<file path="config.mk">
export PLATFORM = sky130hd
export DESIGN_NAME = fetch_unit
export DESIGN_NICKNAME = d
export VERILOG_FILES = /design/src/rtl/fetch_unit_pkg.sv /design/src/rtl/fetch_unit_fifo.sv /design/src/rtl/fetch_unit.sv
export SDC_FILE = /design/constraint.sdc
export NUM_CORES = 1
export LEC_CHECK = 0
export BUFFER_PORTS_ARGS = -buffer_cell sky130_fd_sc_hd__buf_2
export CAP_MARGIN = 10
export CORE_MARGIN = 1
export CORE_UTILIZATION = 45
export DETAILED_ROUTE_END_ITERATION = 8
export PLACE_DENSITY = 0.72
export SYNTH_ARGS = -nofsm -noshare
export SYNTH_HDL_FRONTEND = slang
export SYNTH_HIERARCHICAL = 1
export SYNTH_SLANG_ARGS = --single-unit
</file>
<file path="constraint.sdc">
create_clock -name clk -period 3.28 [get_ports clk]
set_clock_uncertainty 0.1 [all_clocks]
set_input_delay 0.164 -clock clk [delete_from_list [all_inputs] [get_ports clk]]
set_output_delay 0.164 -clock clk [all_outputs]
set_load 0.005 [all_outputs]
</file>
<file path="src/rtl/fetch_unit_pkg.sv">
// rtl/fetch_unit_pkg.sv - shared widths, NOP encoding, FSM states and FIFO entry type for the fetch unit
package fetch_unit_pkg;

    localparam int InstAddrBus = 32;
    localparam int InstBus     = 32;

    localparam logic [InstBus-1:0] NOP_INST = 32'h00000013;

    typedef enum logic [1:0] {
        S_REQ  = 2'd0,
        S_WAIT = 2'd1,
        S_DROP = 2'd2,
        S_HALT = 2'd3
    } fetch_state_e;

    // 65-bit buffer entry: {misalign, pc, inst}
    typedef struct packed {
        logic                   misalign;
        logic [InstAddrBus-1:0] pc;
        logic [InstBus-1:0]     inst;
    } fetch_entry_t;

endpackage

</file>
<file path="src/rtl/fetch_unit_fifo.sv">
// rtl/fetch_unit_fifo.sv - two-entry instruction buffer (module fetch_fifo) with clear, push, pop and count
module fetch_fifo
    import fetch_unit_pkg::*;
(
    input  logic         clk,
    input  logic         rst,
    input  logic         clear,
    input  logic         push,
    input  logic         pop,
    input  fetch_entry_t push_entry,
    output fetch_entry_t head,
    output logic [1:0]   count
);

    fetch_entry_t mem [2];
    logic         rd_ptr;
    logic         wr_ptr;

    // A push alongside clear lands in slot 0 so the flushed buffer holds exactly that entry.
    always_ff @(posedge clk) begin
        if (rst) begin
            rd_ptr <= 1'b0;
            wr_ptr <= 1'b0;
            count  <= 2'd0;
        end else if (clear) begin
            rd_ptr <= 1'b0;
            wr_ptr <= push;
            count  <= {1'b0, push};
        end else begin
            if (push) wr_ptr <= ~wr_ptr;
            if (pop)  rd_ptr <= ~rd_ptr;
            count <= count + {1'b0, push} - {1'b0, pop};
        end
    end

    always_ff @(posedge clk) begin
        if (push) mem[clear ? 1'b0 : wr_ptr] <= push_entry;
    end

    assign head = mem[rd_ptr];

endmodule

</file>
<file path="src/rtl/fetch_unit.sv">
// rtl/fetch_unit.sv - instruction fetch FSM with redirect flush; FETCH_MISALIGN_CHK_EN enables misaligned-target halt
module fetch_unit
    import fetch_unit_pkg::*;
#(
    parameter logic [InstAddrBus-1:0] RESET_PC   = 32'h00000000,
    parameter int                     FIFO_DEPTH = 2
) (
    input  logic                   clk,
    input  logic                   rst,
    input  logic                   redirect,
    input  logic [InstAddrBus-1:0] redirect_pc,
    output logic                   imem_req,
    output logic [InstAddrBus-1:0] imem_addr,
    input  logic                   imem_gnt,
    input  logic                   imem_rvalid,
    input  logic [InstBus-1:0]     imem_rdata,
    output logic                   if_valid,
    output logic [InstAddrBus-1:0] if_pc,
    output logic [InstBus-1:0]     if_inst,
    input  logic                   id_ready,
    output logic                   if_misalign
);

    fetch_state_e           state_q, state_d;
    logic [InstAddrBus-1:0] fetch_pc_q, fetch_pc_d;
    logic [InstAddrBus-1:0] redirect_target;
    logic                   misaligned;
    logic                   grant;
    logic                   fifo_clear, fifo_push, fifo_pop;
    fetch_entry_t           push_entry, head;
    logic [1:0]             fifo_count;

`ifdef FETCH_MISALIGN_CHK_EN
    assign redirect_target = redirect_pc;
    assign misaligned      = redirect_pc[1:0] != 2'b00;
`else
    assign redirect_target = redirect_pc & ~32'h3;
    assign misaligned      = 1'b0;
`endif

    // Only S_REQ has nothing outstanding, so buffer occupancy alone gates the request.
    assign imem_req  = !rst && (state_q == S_REQ) && (int'(fifo_count) < FIFO_DEPTH);
    assign imem_addr = fetch_pc_q;
    assign grant     = imem_req && imem_gnt;

    assign if_valid    = fifo_count != 2'd0;
    assign if_pc       = if_valid ? head.pc : '0;
    assign if_inst     = if_valid ? head.inst : NOP_INST;
    assign if_misalign = if_valid && head.misalign;
    assign fifo_pop    = if_valid && id_ready && !redirect;

    always_ff @(posedge clk) begin
        if (rst) begin
            state_q    <= S_REQ;
            fetch_pc_q <= RESET_PC;
        end else begin
            state_q    <= state_d;
            fetch_pc_q <= fetch_pc_d;
        end
    end

    always_comb begin
        state_d    = state_q;
        fetch_pc_d = fetch_pc_q;
        fifo_clear = 1'b0;
        fifo_push  = 1'b0;
        push_entry = '{misalign: 1'b0, pc: fetch_pc_q - 32'd4, inst: imem_rdata};

        if (redirect) begin
            fifo_clear = 1'b1;
            fetch_pc_d = redirect_target;
            // A response already in flight must be swallowed unless it is arriving right now.
            case (state_q)
                S_REQ:          state_d = grant ? S_DROP : S_REQ;
                S_WAIT, S_DROP: state_d = imem_rvalid ? S_REQ : S_DROP;
                default:        state_d = S_REQ;
            endcase
            if (misaligned) begin
                fifo_push  = 1'b1;
                push_entry = '{misalign: 1'b1, pc: redirect_pc, inst: NOP_INST};
                state_d    = S_HALT;
            end
        end else begin
            case (state_q)
                S_REQ: begin
                    if (grant) begin
                        state_d    = S_WAIT;
                        fetch_pc_d = fetch_pc_q + 32'd4;
                    end
                end
                S_WAIT: begin
                    if (imem_rvalid) begin
                        state_d   = S_REQ;
                        fifo_push = 1'b1;
                    end
                end
                S_DROP: begin
                    if (imem_rvalid) state_d = S_REQ;
                end
                default: state_d = state_q;
            endcase
        end
    end

    fetch_fifo u_fifo (
        .clk        (clk),
        .rst        (rst),
        .clear      (fifo_clear),
        .push       (fifo_push),
        .pop        (fifo_pop),
        .push_entry (push_entry),
        .head       (head),
        .count      (fifo_count)
    );

endmodule

</file>
==> results.py <==
metrics = {
    "outcome": {
        "status": "completed",
    },
    "route": {
        "dr.pass1.iters": 5,
        "wl_per_cell_um": 15.9,
        "wl_um": 17600,
        "drtIter0Drc": 306,
        "drc_errors": 0,
        "viasPerCell": 5.29,
        "via_count": 5864,
        "postRouteAntennaNets": 0,
    },
    "critical_path": {
        "worstSetupEndpointType": "flop",
        "worstPathRequired_ns": 3.51,
        "r2r_slack_ns": 0.68,
        "r2r-start": "state_q[1]$_SDFFE_PP0P_",
        "cp_data_arrival_time_ns": 2.83,
        "r2r-end": "imem_addr[26]$_SDFFE_PP0P_",
        "slowest_delay_ns": 0.74,
        "setup.worst_path.start_class": "flop",
        "worstPathCellList": "inv_1, ha_1, nand4bb_1, or4_1, or4_1, a311oi_1",
        "worstSetupPathType": "flop to flop",
        "worstPathMaxFanout": 8,
        "r2r_cells": 6,
        "cp_common_cell": "or4_1",
        "cp-startpoint": "state_q[1]$_SDFFE_PP0P_",
        "cpMaxStageDelayCell": "or4_1",
    },
    "cts": {
        "cts-root-buf": "clkbuf_16",
        "cts.sink_count": 167,
        "cts-htree-levels": 4,
        "cts_resized": 0,
        "insertion_delay_ns": 0.42,
        "path_clk_slew_ns": 0.07,
        "numCtsBuffers": 17,
        "cts_buffer_depth": 2,
        "cts_tree": "built",
    },
    "synthesis": {
        "async_flop_share": 0,
        "syn_area_per_cell_um2": 12.5,
        "synth_area_um2": 8280,
        "synth-seq-cells": 167,
        "synth_cell_type_count": 56,
        "yosysWarnings": 6,
        "synth-edff-count": 130,
        "syn_inst": 664,
        "synth_flop_cell": "edfxtp_1",
        "yosysSeqAreaShare": 0.561,
    },
    "floorplanning": {
        "initial_core_util": 0.459,
        "core-area_um2": 18000,
        "dieArea_um2": 19000,
        "die_w_um": 138,
        "die_h_um": 138,
        "boundaryPins": 169,
        "rows": 49,
    },
    "sta": {
        "worstMarginPinSlew_ns": 0.772,
        "max_freq_ghz": 0.385,
        "timing.final.max_slew_violations": 0,
        "rsz0062_at_grt": "false",
        "period_share": 0.793,
        "hold_viol": 0,
        "setup_slack_ns": 0.680,
        "tns_ns": 0,
        "finalCriticalPeriod_ns": 2.60,
        "slew_headroom": 0.483,
        "setup_viol": 0,
        "holdWs_ns": 0.0697,
    },
    "pwr": {
        "powerDensity_nw_per_um2": 464,
        "power.leakage_nw": 4.12,
        "peakVddDrop_mv": 0.381,
    },
    "grt": {
        "grt_pass1_vias": 5504,
        "antenna_found_initial": 0,
        "grt_max_degree": 67,
        "grt-ovfl-total": 0,
        "grt_usage": 0.189,
        "grt_pass1_wl_um": 27300,
    },
    "finish": {
        "area_growth_pct": 27.1,
        "nFillCells": 1479,
        "nNetsFinal": 944,
        "fin_util": 0.584,
        "final_layout_size_suffix_gt1_frac": 0.319,
        "antenna_cells": 0,
    },
    "hold_path": {
        "whs_path_depth": 4,
        "hp-start": "redirect_pc[24]",
        "hold_path_class": "input pin to flop",
        "holdPathEnd": "imem_addr[24]$_SDFFE_PP0P_",
    },
    "placed_design": {
        "dp_hpwl_um": 11400,
        "place_worst_setup_slack_ns": 0.691,
        "io_buffers": 164,
        "gp_congestion": 0.847,
    },
    "flow_run": {
        "maxCapViolCount": 0,
    },
}
[report_power, final]
part           internal, mW  leakage, nW  switching, mW
combinational         0.188         2.31          0.181
clock                  1.32        0.325          0.799
sequential             2.33         1.48         0.0742
total                  3.83         4.12           1.05
[worst max-delay path, delay by kind of cell, from the launching register on]
kind / cells / cell delay, ns
AO/OA/AOI/OAI: 1 / 0.27
adder cells (fa/ha/maj): 1 / 0.20
buffers and inverters: 1 / 0.08
flip-flops: 1 / 0.33
AND/OR/NAND/NOR: 3 / 1.55
[logic make-up (layout without fill, tap and decap cells)]
group	Yosys count	after routing	synth area share
compound gates	63	63	0.0568
xor+xnor	39	39	0.0412
fa+ha+maj	7	7	0.0106
buf+inv	70	279	0.0396
flops	167	167	0.561
mux	66	66	0.112
other cells	1	8	0.000453
simple gates	251	251	0.178
[state kept, by name, indices dropped and copies added, names as in the netlist, named ones only]
register       cells
imem_addr         30
state_q            2
u_fifo/count       2
u_fifo/mem       130
u_fifo/rd_ptr      1
u_fifo/wr_ptr      1
[Yosys cell counts, drive strengths merged, types with 3 or more instances]
cell | n | share of area
nand2 | 29 | 0.013
xnor2 | 25 | 0.026
nor3 | 13 | 0.0079
nand4 | 15 | 0.012
mux2 | 65 | 0.11
nand3b | 3 | 0.0027
a31oi | 3 | 0.0023
nor4 | 9 | 0.0086
a311oi | 10 | 0.011
edfxtp | 130 | 0.47
nor3b | 3 | 0.0027
o211ai | 4 | 0.0036
o21ai | 10 | 0.0060
or4 | 19 | 0.018
o311ai | 3 | 0.0032
dfxtp | 37 | 0.089
and4 | 3 | 0.0032
nand2b | 10 | 0.0076
or2 | 3 | 0.0023
and2 | 66 | 0.050
a21oi | 5 | 0.0030
and3 | 7 | 0.0053
clkbuf | 34 | 0.015
a32oi | 4 | 0.0042
inv | 13 | 0.0059
o31ai | 7 | 0.0063
or3 | 7 | 0.0053
nand4b | 4 | 0.0042
xor2 | 14 | 0.015
nor2 | 36 | 0.016
nand3 | 19 | 0.012
ha | 7 | 0.011
buf | 23 | 0.018
a211oi | 10 | 0.0091
[placed cells by master (no fill, tap or decap), drive strengths merged, types with 5 or more instances in the layout]
master and instances:
nor2 36, nand2b 10, dlygate4sd3 60, a211oi 10, xor2 14, and3 7, or3 7, nand3 19
edfxtp 130, or4 19, dfxtp 37, conb 8, mux2 65, buf 174, a21oi 5, nand4 15
o21ai 10, ha 7, inv 15, o31ai 7, clkbuf 25, and2 66, nor3 13, nand2 29
a311oi 10, nor4 9, xnor2 25
[area by class of cell]
class,instances,area (um^2),share of cell area
Tap cell,229,287,0.0272
Sequential cell,167,4650,0.442
Inverter,13,48.8,0.00464
Clock inverter,7,68.8,0.00654
Clock buffer,25,583,0.0554
Multi-Input combinational cell,434,3340,0.318
Timing Repair Buffer,234,1550,0.147
[through the flow]
step | power, mW | area (um^2) | instances
finish | 4.89 | 10500 | 1109
global route | 5.07 | 10500 | 1109
CTS | 4.93 | 10500 | 1109
detailed placement | 2.75 | 9270 | 1017
global placement | 2.74 | 9270 | 1017
floorplan | 2.63 | 8320 | 671
[how the worst max path moves through the flow]
stage,slack [ns],cells after the start,endpoint
final,0.68,6,imem_addr[26]$_SDFFE_PP0P_
after CTS,0.65,6,imem_addr[26]$_SDFFE_PP0P_
after global routing,0.40,6,imem_addr[26]$_SDFFE_PP0P_
after global placement,0.72,6,u_fifo/mem[0][62]$_DFFE_PP_
after detailed placement,0.69,6,u_fifo/mem[1][62]$_DFFE_PP_
after floorplan,0.11,5,u_fifo/mem[1][0]$_DFFE_PP_
[per-layer routing]
metal / part of all wire / GRT usage
met1: 0.43 / 0.239
met5: 0 / 0
met4: 0.017 / 0.0733
met3: 0.055 / 0.0401
met2: 0.49 / 0.316
[what timing repair did]
| item | in CTS | in global routing |
|---|---|---|
| hold endpoints to repair | 92 | 0 |
| endpoints found under the setup margin | 0 | 0 |
| hold buffers | 60 | 0 |
| buffers inserted | 0 | 0 |
Power figures use the tool's default switching activity.
